$ cat config.mk
export PLATFORM = sky130hd
export DESIGN_NAME = hw_itr_retpc_ctrl_flat
export DESIGN_NICKNAME = d
export VERILOG_FILES = /design/src/rtl/hw_itr_retpc_ctrl_pkg.sv /design/src/rtl/hw_itr_retpc_ctrl_if.sv /design/src/rtl/hw_itr_retpc_ctrl_rr_arb.sv /design/src/rtl/hw_itr_retpc_ctrl.sv /design/src/flat_wrapper.sv
export SDC_FILE = /design/constraint.sdc
export NUM_CORES = 1
export LEC_CHECK = 0
export CORE_MARGIN = 2
export CORE_UTILIZATION = 50
export CTS_BUF_LIST = sky130_fd_sc_hd__clkbuf_16
export DETAILED_ROUTE_END_ITERATION = 7
export GPL_ROUTABILITY_DRIVEN = 0
export PLACE_DENSITY = 0.76
export SLEW_MARGIN = 20
export SYNTH_ARGS = -nofsm -noshare
export SYNTH_HDL_FRONTEND = slang
export SYNTH_HIERARCHICAL = 1
export SYNTH_SLANG_ARGS = --single-unit
$ cat constraint.sdc
create_clock -name clk -period 7 [get_ports clk]
set_input_delay 2.1 -clock clk [delete_from_list [all_inputs] [get_ports clk]]
set_output_delay 2.1 -clock clk [all_outputs]
set_load 0.02 [all_outputs]
$ cat src/rtl/hw_itr_retpc_ctrl_pkg.sv
`default_nettype none
// ============================================================================
// Module      : hw_itr_retpc_ctrl_pkg
// Description : Shared types and helpers for the hardware-interrupt return-PC
//               controller (FSM state encoding, latched redirect record).
// Revision    : 1.0 - initial release
// ============================================================================
package hw_itr_retpc_ctrl_pkg;

  // Upper bounds for the redirect record; the controller zero-extends into
  // these fields so one record type serves every NUM_WARPS/XLEN build.
  localparam int HW_ITR_ADDR_MAX_W = 64;
  localparam int HW_ITR_WID_MAX_W  = 8;

  typedef enum logic [1:0] {
    IDLE     = 2'd0,
    REDIRECT = 2'd1,
    DRAIN    = 2'd2
  } hw_itr_state_t;

  typedef struct packed {
    logic [HW_ITR_WID_MAX_W-1:0]  wid;
    logic [HW_ITR_ADDR_MAX_W-1:0] addr;
  } hw_itr_redirect_t;

  // Next round-robin start position after granting idx, wrapping at n.
  function automatic int unsigned rr_next(input int unsigned idx, input int unsigned n);
    return (idx + 32'd1 >= n) ? 32'd0 : idx + 32'd1;
  endfunction

endpackage : hw_itr_retpc_ctrl_pkg
`default_nettype wire

$ cat src/rtl/hw_itr_retpc_ctrl_if.sv
`default_nettype none
// ============================================================================
// Module      : hw_itr_retpc_ctrl_if
// Description : Execute-stage / warp-scheduler interface of the return-PC
//               controller. The controller is the slave side.
// Revision    : 1.0 - initial release
// ============================================================================
interface hw_itr_retpc_ctrl_if #(
  parameter int NUM_WARPS = 4,
  parameter int XLEN      = 32,
  parameter int WID_W     = $clog2(NUM_WARPS)
);
  logic                 commit_ret_pc;
  logic [WID_W-1:0]     commit_wid;
  logic [XLEN-1:0]      ret_pc;
  logic                 commit_ret_pc_w0;
  logic [XLEN-1:0]      ret_pc_w0;
  logic                 all_hit;
  logic                 write_wspawn;
  logic [XLEN-1:0]      wspawn_pc4;
  logic [NUM_WARPS-1:0] ret_req;
  logic [NUM_WARPS-1:0] ret_gnt;
  logic                 overload_jal;
  logic [XLEN-1:0]      ret_handler_addr;
  logic [WID_W-1:0]     redirect_wid;
  logic                 redirect_ready;
  logic [NUM_WARPS-1:0] saved_mask;
  logic                 err_overwrite;
  logic                 err_nopc;

  modport master (
    output commit_ret_pc, commit_wid, ret_pc, commit_ret_pc_w0, ret_pc_w0,
           all_hit, write_wspawn, wspawn_pc4, ret_req, redirect_ready,
    input  ret_gnt, overload_jal, ret_handler_addr, redirect_wid,
           saved_mask, err_overwrite, err_nopc
  );

  modport slave (
    input  commit_ret_pc, commit_wid, ret_pc, commit_ret_pc_w0, ret_pc_w0,
           all_hit, write_wspawn, wspawn_pc4, ret_req, redirect_ready,
    output ret_gnt, overload_jal, ret_handler_addr, redirect_wid,
           saved_mask, err_overwrite, err_nopc
  );
endinterface : hw_itr_retpc_ctrl_if
`default_nettype wire

$ cat src/rtl/hw_itr_retpc_ctrl_rr_arb.sv
`default_nettype none
// ============================================================================
// Module      : hw_itr_retpc_ctrl_rr_arb
// Description : Combinational round-robin picker. Returns the first active
//               request at or after ptr_i (wrapping) as one-hot and index.
// Revision    : 1.0 - initial release
// ============================================================================
module hw_itr_retpc_ctrl_rr_arb #(
  parameter int NUM_REQS = 4,
  parameter int IDX_W    = $clog2(NUM_REQS)
) (
  input  logic [NUM_REQS-1:0] req_i,
  input  logic [IDX_W-1:0]    ptr_i,
  output logic                valid_o,
  output logic [NUM_REQS-1:0] onehot_o,
  output logic [IDX_W-1:0]    idx_o
);

  logic [IDX_W-1:0] cand;
  logic             found;

  // Scan requesters starting at the pointer; the first hit wins.
  always_comb begin
    cand  = '0;
    found = 1'b0;
    idx_o = '0;
    for (int i = 0; i < NUM_REQS; i++) begin
      cand = IDX_W'((int'(ptr_i) + i) % NUM_REQS);
      if (!found && req_i[cand]) begin
        found = 1'b1;
        idx_o = cand;
      end
    end
  end

  assign valid_o  = found;
  assign onehot_o = found ? (NUM_REQS'(1) << idx_o) : '0;

endmodule : hw_itr_retpc_ctrl_rr_arb
`default_nettype wire

$ cat src/rtl/hw_itr_retpc_ctrl.sv
`default_nettype none
// ============================================================================
// Module      : hw_itr_retpc_ctrl
// Description : Owns saved SIMT-scheduler return PCs for HW-interrupt handlers,
//               arbitrates handler returns round-robin and drives the
//               overloaded-JAL redirect back to execute.
// Revision    : 1.0 - initial release
// ============================================================================
module hw_itr_retpc_ctrl
  import hw_itr_retpc_ctrl_pkg::*;
#(
  parameter int NUM_WARPS = 4,
  parameter int XLEN      = 32
) (
  input  logic               clk,
  input  logic               reset,
  hw_itr_retpc_ctrl_if.slave itr_if
);

  localparam int WID_W = $clog2(NUM_WARPS);

  logic [XLEN-1:0]      slot_q [NUM_WARPS];
  logic [NUM_WARPS-1:0] saved_q;
  logic [XLEN-1:0]      wspawn_pc_q;
  logic                 wspawn_vld_q;
  logic [WID_W-1:0]     rr_ptr_q;
  hw_itr_state_t        state_q;
  hw_itr_redirect_t     redir_q;
  logic [NUM_WARPS-1:0] redir_oh_q;
  logic                 redir_fresh_q;   // slot re-committed after the target was latched
  logic [NUM_WARPS-1:0] gnt_q;
  logic                 jal_q;
  logic                 err_ow_q;
  logic                 err_nopc_q;

  logic [NUM_WARPS-1:0] w_commit_set;
  logic [XLEN-1:0]      w_commit_val [NUM_WARPS];
  logic                 w_commit_hit;
  logic [NUM_WARPS-1:0] w_drain_hit;
  logic [NUM_WARPS-1:0] w_drain_clr;
  logic                 w_pick_vld;
  logic [NUM_WARPS-1:0] w_pick_oh;
  logic [WID_W-1:0]     w_pick_idx;
  logic [XLEN-1:0]      w_target;

  hw_itr_retpc_ctrl_rr_arb #(
    .NUM_REQS (NUM_WARPS),
    .IDX_W    (WID_W)
  ) u_rr_arb (
    .req_i    (itr_if.ret_req),
    .ptr_i    (rr_ptr_q),
    .valid_o  (w_pick_vld),
    .onehot_o (w_pick_oh),
    .idx_o    (w_pick_idx)
  );

  assign w_commit_hit = itr_if.commit_ret_pc & itr_if.all_hit;

  // Per-slot commit decode; the dedicated warp-0 port beats the generic one.
  for (genvar w = 0; w < NUM_WARPS; w++) begin : g_commit
    if (w == 0) begin : g_w0
      assign w_commit_set[w] = itr_if.commit_ret_pc_w0 |
                               (w_commit_hit & (itr_if.commit_wid == WID_W'(w)));
      assign w_commit_val[w] = itr_if.commit_ret_pc_w0 ? itr_if.ret_pc_w0 : itr_if.ret_pc;
    end else begin : g_wn
      assign w_commit_set[w] = w_commit_hit & (itr_if.commit_wid == WID_W'(w));
      assign w_commit_val[w] = itr_if.ret_pc;
    end
  end

  // DRAIN releases the granted slot unless newer data arrived after the latch.
  assign w_drain_hit = (state_q == DRAIN) ? redir_oh_q : '0;
  assign w_drain_clr = redir_fresh_q ? '0 : w_drain_hit;

  // Redirect target: saved PC first, then the wspawn PC, else zero.
  always_comb begin
    w_target = '0;
    if (saved_q[w_pick_idx]) begin
      w_target = slot_q[w_pick_idx];
    end else if (wspawn_vld_q) begin
      w_target = wspawn_pc_q;
    end
  end

  // Return-PC slot capture, independent of the FSM; a set beats a DRAIN clear.
  always_ff @(posedge clk) begin
    if (reset) begin
      for (int w = 0; w < NUM_WARPS; w++) slot_q[w] <= '0;
      saved_q  <= '0;
      err_ow_q <= 1'b0;
    end else begin
      for (int w = 0; w < NUM_WARPS; w++) begin
        if (w_commit_set[w]) slot_q[w] <= w_commit_val[w];
      end
      saved_q <= (saved_q & ~w_drain_clr) | w_commit_set;
      if (|(w_commit_set & saved_q & ~w_drain_hit)) err_ow_q <= 1'b1;
    end
  end

  // Return FSM with registered redirect/grant outputs and wspawn bookkeeping.
  always_ff @(posedge clk) begin
    if (reset) begin
      state_q       <= IDLE;
      redir_q       <= '0;
      redir_oh_q    <= '0;
      redir_fresh_q <= 1'b0;
      gnt_q         <= '0;
      jal_q         <= 1'b0;
      rr_ptr_q      <= '0;
      wspawn_pc_q   <= '0;
      wspawn_vld_q  <= 1'b0;
      err_nopc_q    <= 1'b0;
    end else begin
      gnt_q <= '0;
      unique case (state_q)
        IDLE: begin
          if (w_pick_vld) begin
            state_q       <= REDIRECT;
            jal_q         <= 1'b1;
            redir_q.wid   <= HW_ITR_WID_MAX_W'(w_pick_idx);
            redir_q.addr  <= HW_ITR_ADDR_MAX_W'(w_target);
            redir_oh_q    <= w_pick_oh;
            redir_fresh_q <= |(w_commit_set & w_pick_oh);
            if (!saved_q[w_pick_idx]) begin
              if (wspawn_vld_q) wspawn_vld_q <= 1'b0;
              else              err_nopc_q   <= 1'b1;
            end
          end
        end
        REDIRECT: begin
          if (|(w_commit_set & redir_oh_q)) redir_fresh_q <= 1'b1;
          if (itr_if.redirect_ready) begin
            state_q <= DRAIN;
            jal_q   <= 1'b0;
            gnt_q   <= redir_oh_q;
          end
        end
        DRAIN: begin
          state_q  <= IDLE;
          rr_ptr_q <= WID_W'(rr_next(32'(redir_q.wid), NUM_WARPS));
        end
        default: state_q <= IDLE;
      endcase
      if (itr_if.write_wspawn) begin
        wspawn_pc_q  <= itr_if.wspawn_pc4;
        wspawn_vld_q <= 1'b1;
      end
    end
  end

  // Upper bits of the shared redirect record are never populated here.
  if (XLEN < HW_ITR_ADDR_MAX_W) begin : g_addr_pad
    logic w_unused_addr_hi;
    assign w_unused_addr_hi = ^redir_q.addr[HW_ITR_ADDR_MAX_W-1:XLEN];
  end
  if (WID_W < HW_ITR_WID_MAX_W) begin : g_wid_pad
    logic w_unused_wid_hi;
    assign w_unused_wid_hi = ^redir_q.wid[HW_ITR_WID_MAX_W-1:WID_W];
  end

  assign itr_if.ret_gnt          = gnt_q;
  assign itr_if.overload_jal     = jal_q;
  assign itr_if.ret_handler_addr = redir_q.addr[XLEN-1:0];
  assign itr_if.redirect_wid     = redir_q.wid[WID_W-1:0];
  assign itr_if.saved_mask       = saved_q;
  assign itr_if.err_overwrite    = err_ow_q;
  assign itr_if.err_nopc         = err_nopc_q;

endmodule : hw_itr_retpc_ctrl
`default_nettype wire

$ cat src/flat_wrapper.sv
// flat-port wrapper written by rule: the top's interface ports become plain ports
module hw_itr_retpc_ctrl_flat import hw_itr_retpc_ctrl_pkg::*;
#(
  parameter int NUM_WARPS = 4,
  parameter int XLEN      = 32
)
  (clk, reset, itr_if_commit_ret_pc, itr_if_commit_wid, itr_if_ret_pc, itr_if_commit_ret_pc_w0, itr_if_ret_pc_w0, itr_if_all_hit, itr_if_write_wspawn, itr_if_wspawn_pc4, itr_if_ret_req, itr_if_redirect_ready, itr_if_ret_gnt, itr_if_overload_jal, itr_if_ret_handler_addr, itr_if_redirect_wid, itr_if_saved_mask, itr_if_err_overwrite, itr_if_err_nopc);
  hw_itr_retpc_ctrl_if #(.NUM_WARPS(NUM_WARPS), .XLEN(XLEN)) itr_if_i ();
  input  logic clk;
  input  logic reset;
  input wire logic [$bits(itr_if_i.commit_ret_pc)-1:0] itr_if_commit_ret_pc;
  input wire logic [$bits(itr_if_i.commit_wid)-1:0] itr_if_commit_wid;
  input wire logic [$bits(itr_if_i.ret_pc)-1:0] itr_if_ret_pc;
  input wire logic [$bits(itr_if_i.commit_ret_pc_w0)-1:0] itr_if_commit_ret_pc_w0;
  input wire logic [$bits(itr_if_i.ret_pc_w0)-1:0] itr_if_ret_pc_w0;
  input wire logic [$bits(itr_if_i.all_hit)-1:0] itr_if_all_hit;
  input wire logic [$bits(itr_if_i.write_wspawn)-1:0] itr_if_write_wspawn;
  input wire logic [$bits(itr_if_i.wspawn_pc4)-1:0] itr_if_wspawn_pc4;
  input wire logic [$bits(itr_if_i.ret_req)-1:0] itr_if_ret_req;
  input wire logic [$bits(itr_if_i.redirect_ready)-1:0] itr_if_redirect_ready;
  output wire logic [$bits(itr_if_i.ret_gnt)-1:0] itr_if_ret_gnt;
  output wire logic [$bits(itr_if_i.overload_jal)-1:0] itr_if_overload_jal;
  output wire logic [$bits(itr_if_i.ret_handler_addr)-1:0] itr_if_ret_handler_addr;
  output wire logic [$bits(itr_if_i.redirect_wid)-1:0] itr_if_redirect_wid;
  output wire logic [$bits(itr_if_i.saved_mask)-1:0] itr_if_saved_mask;
  output wire logic [$bits(itr_if_i.err_overwrite)-1:0] itr_if_err_overwrite;
  output wire logic [$bits(itr_if_i.err_nopc)-1:0] itr_if_err_nopc;
  assign itr_if_i.commit_ret_pc = itr_if_commit_ret_pc;
  assign itr_if_i.commit_wid = itr_if_commit_wid;
  assign itr_if_i.ret_pc = itr_if_ret_pc;
  assign itr_if_i.commit_ret_pc_w0 = itr_if_commit_ret_pc_w0;
  assign itr_if_i.ret_pc_w0 = itr_if_ret_pc_w0;
  assign itr_if_i.all_hit = itr_if_all_hit;
  assign itr_if_i.write_wspawn = itr_if_write_wspawn;
  assign itr_if_i.wspawn_pc4 = itr_if_wspawn_pc4;
  assign itr_if_i.ret_req = itr_if_ret_req;
  assign itr_if_i.redirect_ready = itr_if_redirect_ready;
  assign itr_if_ret_gnt = itr_if_i.ret_gnt;
  assign itr_if_overload_jal = itr_if_i.overload_jal;
  assign itr_if_ret_handler_addr = itr_if_i.ret_handler_addr;
  assign itr_if_redirect_wid = itr_if_i.redirect_wid;
  assign itr_if_saved_mask = itr_if_i.saved_mask;
  assign itr_if_err_overwrite = itr_if_i.err_overwrite;
  assign itr_if_err_nopc = itr_if_i.err_nopc;
  hw_itr_retpc_ctrl #(.NUM_WARPS(NUM_WARPS), .XLEN(XLEN)) u_core (.clk(clk), .reset(reset), .itr_if(itr_if_i));
endmodule
==> run metrics <==
post-synthesis sequential area ratio=60.19%; WP data required=7.44 ns; max-slew violations=0; most frequent cells after synthesis=128 x edfxtp_1, 100 x and2_1, 87 x dfxtp_1, 87 x nor2_1, 72 x mux2i_1; pre-CTS setup slack=1.459 ns; core area=0.01809 mm²; Vert. Die Dim=~140 µm; setup violators final=0; post-CTS setup buffer count=0; die width=140.2 µm; CTS H-Tree Depth=1; mapped cell area=0.009280 mm²; Pleak=4.423 nW; CP endpoint kind=register; fin crit share=72.82%; Main synth FF type=edfxtp_1; layout cell share with drive strength beyond 1=roughly 14%; Num CTS Buffers=22; 1st-iter DRT viols=approximately 430; Gate Count Post-Synth=703; Int Power=2.266 mW; final net count=953; gr usage total=a little under a quarter; vias in the first global route=between 6000 and 7000; first-pass GRT wire length=35.29 mm; final instance area=approximately 0.012 mm²; synthesis-stage register bit count=215; initial antenna violation count=0; # diodes=0; Worst setup SP type=input port; Worst-Margin Slew=1.104 ns; area of the multi-input gates=around 0.0035 mm²; Sw Share=approximately 23%; top post-synthesis cells by area=edfxtp_1 41%, dfxtp_1 19%, mux4_2 8.0%, mux2i_1 7.8%, and2_1 6.7%; Clock Skews=about 0.0067 ns; final hold slack=0.4822 ns; Crit Path Class=in -> reg; num rows=49; FF+latch area=0.005585 mm²; largest net degree at the start of global routing=55; Avg WL per Cell=20.75 µm; Setup TNS=0 ns; CTS tree=built; worst vdd ir=170.9 µV; DP HPWL=roughly 14 mm; crit path time final=5.098 ns; hold buffer count at CTS=0; yosys warns=6; Synth Net Count=813; total grt overflow=0; status=complete, no violations; Buffers on Ports=153; DRT Pass-1 Iters=5; syn_area_per_cell=13.20 µm²; top-area cell type share of the netlist area=41.42%; Post-synth EDFFs=128; Placed Area=0.01100 mm²; io pins=154; fin util=64.73%; Clock Sinks=about 220; worst-skew pair later-pin latency=roughly 0.50 ns; RSZ-0062 raised after global routing=no; critical path fanouts, max=22; dpl cells=1048; DR vias=between 6000 and 7000; async set-reset flop share out of synthesis=0%; Post-Layout Cell Count=1088; Area Overhead vs Synth=26.14%; Filler Cell Count=1298; max-cap violation count=0; P_sw=665.1 µW; DRC errors left=0; post-synth top area cell=edfxtp_1; Routed WL=22.58 mm; root buf cell=clkbuf_16; vias per cell=around 5.7; Starting Density=51.31%; Pwr Total=2.931 mW; Comb power frac=11.7%; sequential share of power=roughly 50%; Final Hold Viols=0; Clock transition at path regs=0.06 ns; Unique masters post-synth=42; HP Class=reg -> reg; Worst EP arrival=5.54 ns; final worst-path setup slack=between 1.5 and 2 ns; count leader, synth=edfxtp_1; Routed Antenna Nets=0; clock power share=38.4%; Worst slew margin=26.40%; PD cells=250.4 mW/mm²; Max Clk Rate=~200 MHz; Total Die Area=approximately 0.020 mm²; Post-CTS Resized=0; clk buf depth=3
## area by class of cell
class | instances | area share, %
multi-input cells | 433 | 29.82
clock inverters | 14 | 0.5130
well taps | 229 | 2.448
inverters | 5 | 0.1603
repair buffers | 166 | 13.79
flip-flops and latches | 215 | 47.71
clock buffers | 26 | 5.558
## flip-flops by register name, indices dropped and copies added, names as in the netlist
name	flops
u_core/slot_q	128
u_core/itr_if.ret_handler_addr	32
u_core/wspawn_pc_q	32
u_core/itr_if.ret_gnt	4
u_core/itr_if.saved_mask	4
u_core/redir_oh_q	4
u_core/itr_if.redirect_wid	2
u_core/rr_ptr_q	2
u_core/state_q	2
u_core/itr_if.err_nopc	1
u_core/itr_if.err_overwrite	1
u_core/itr_if.overload_jal	1
u_core/redir_fresh_q	1
u_core/wspawn_vld_q	1
## power groups by stage
stage	Combinational [mW]	Clock (mW)	Sequential, mW
global placement	0.334	0	1.48
CTS	0.344	1.14	1.46
global route	0.367	1.19	1.47
floorplan	0.181	0	1.49
detailed placement	0.343	0	1.49
finish	0.344	1.12	1.46
## per-layer routing
layer  track usage (%)  vias up  part of all wire [%]
li1                  -     2840                     -
met1             29.37     3072                    40
met2             40.40      279                    50
met3             3.829       44                   7.7
met4             7.549        0                   2.4
met5                 0        -                     0
## cell usage in the layout, fill, tap and decap left out, drive strengths merged, types with 2 or more instances in the layout
cell type	instances
clkdlybuf4s50	150
edfxtp	128
and2	100
dfxtp	87
nor2	87
mux2i	72
nor2b	34
mux4	33
a221o	32
clkbuf	26
nand2	18
buf	16
a21oi	15
inv	12
clkinv	7
o21ai	6
nand2b	4
a31o	3
nor3b	3
nor3	3
nand3	2
a31oi	2
o221a	2
a311oi	2
## cells by family (layout without fill, tap and decap cells)
family	after synthesis	after routing	synth area share (%)
flops	215	215	60.19
fa+ha+maj	1	1	0.1348
simple gates	255	255	14.59
buf+inv	55	211	2.737
compound gates	72	72	6.580
mux	105	105	15.77
## worst max-delay path, cell delays in order
cell and delay, ns:
clkdlybuf4s50_1 0.58, mux2i_1 0.23, nor2_1 0.09, a311oi_4 0.35, mux4_2 0.56, or4b_4 0.57
nor3b_4 0.47, buf_4 0.37, a221o_1 0.21
## path summary, 6_finish.rpt
check,startpoint,endpoint,slack [ns],cells past startpoint
max,itr_if_ret_req[0],u_core/itr_if.ret_handler_addr[3]$_SDFFE_PP0P_,1.90,9
min reg2reg,u_core/wspawn_pc_q[11]$_SDFFE_PP0P_,u_core/itr_if.ret_handler_addr[11]$_SDFFE_PP0P_,0.48,1
min,u_core/wspawn_pc_q[11]$_SDFFE_PP0P_,u_core/itr_if.ret_handler_addr[11]$_SDFFE_PP0P_,0.48,1
max reg2reg,u_core/rr_ptr_q[1]$_SDFFE_PP0N_,u_core/itr_if.ret_handler_addr[3]$_SDFFE_PP0P_,3.46,8
Note: power is estimated with default switching activity, not from simulation.
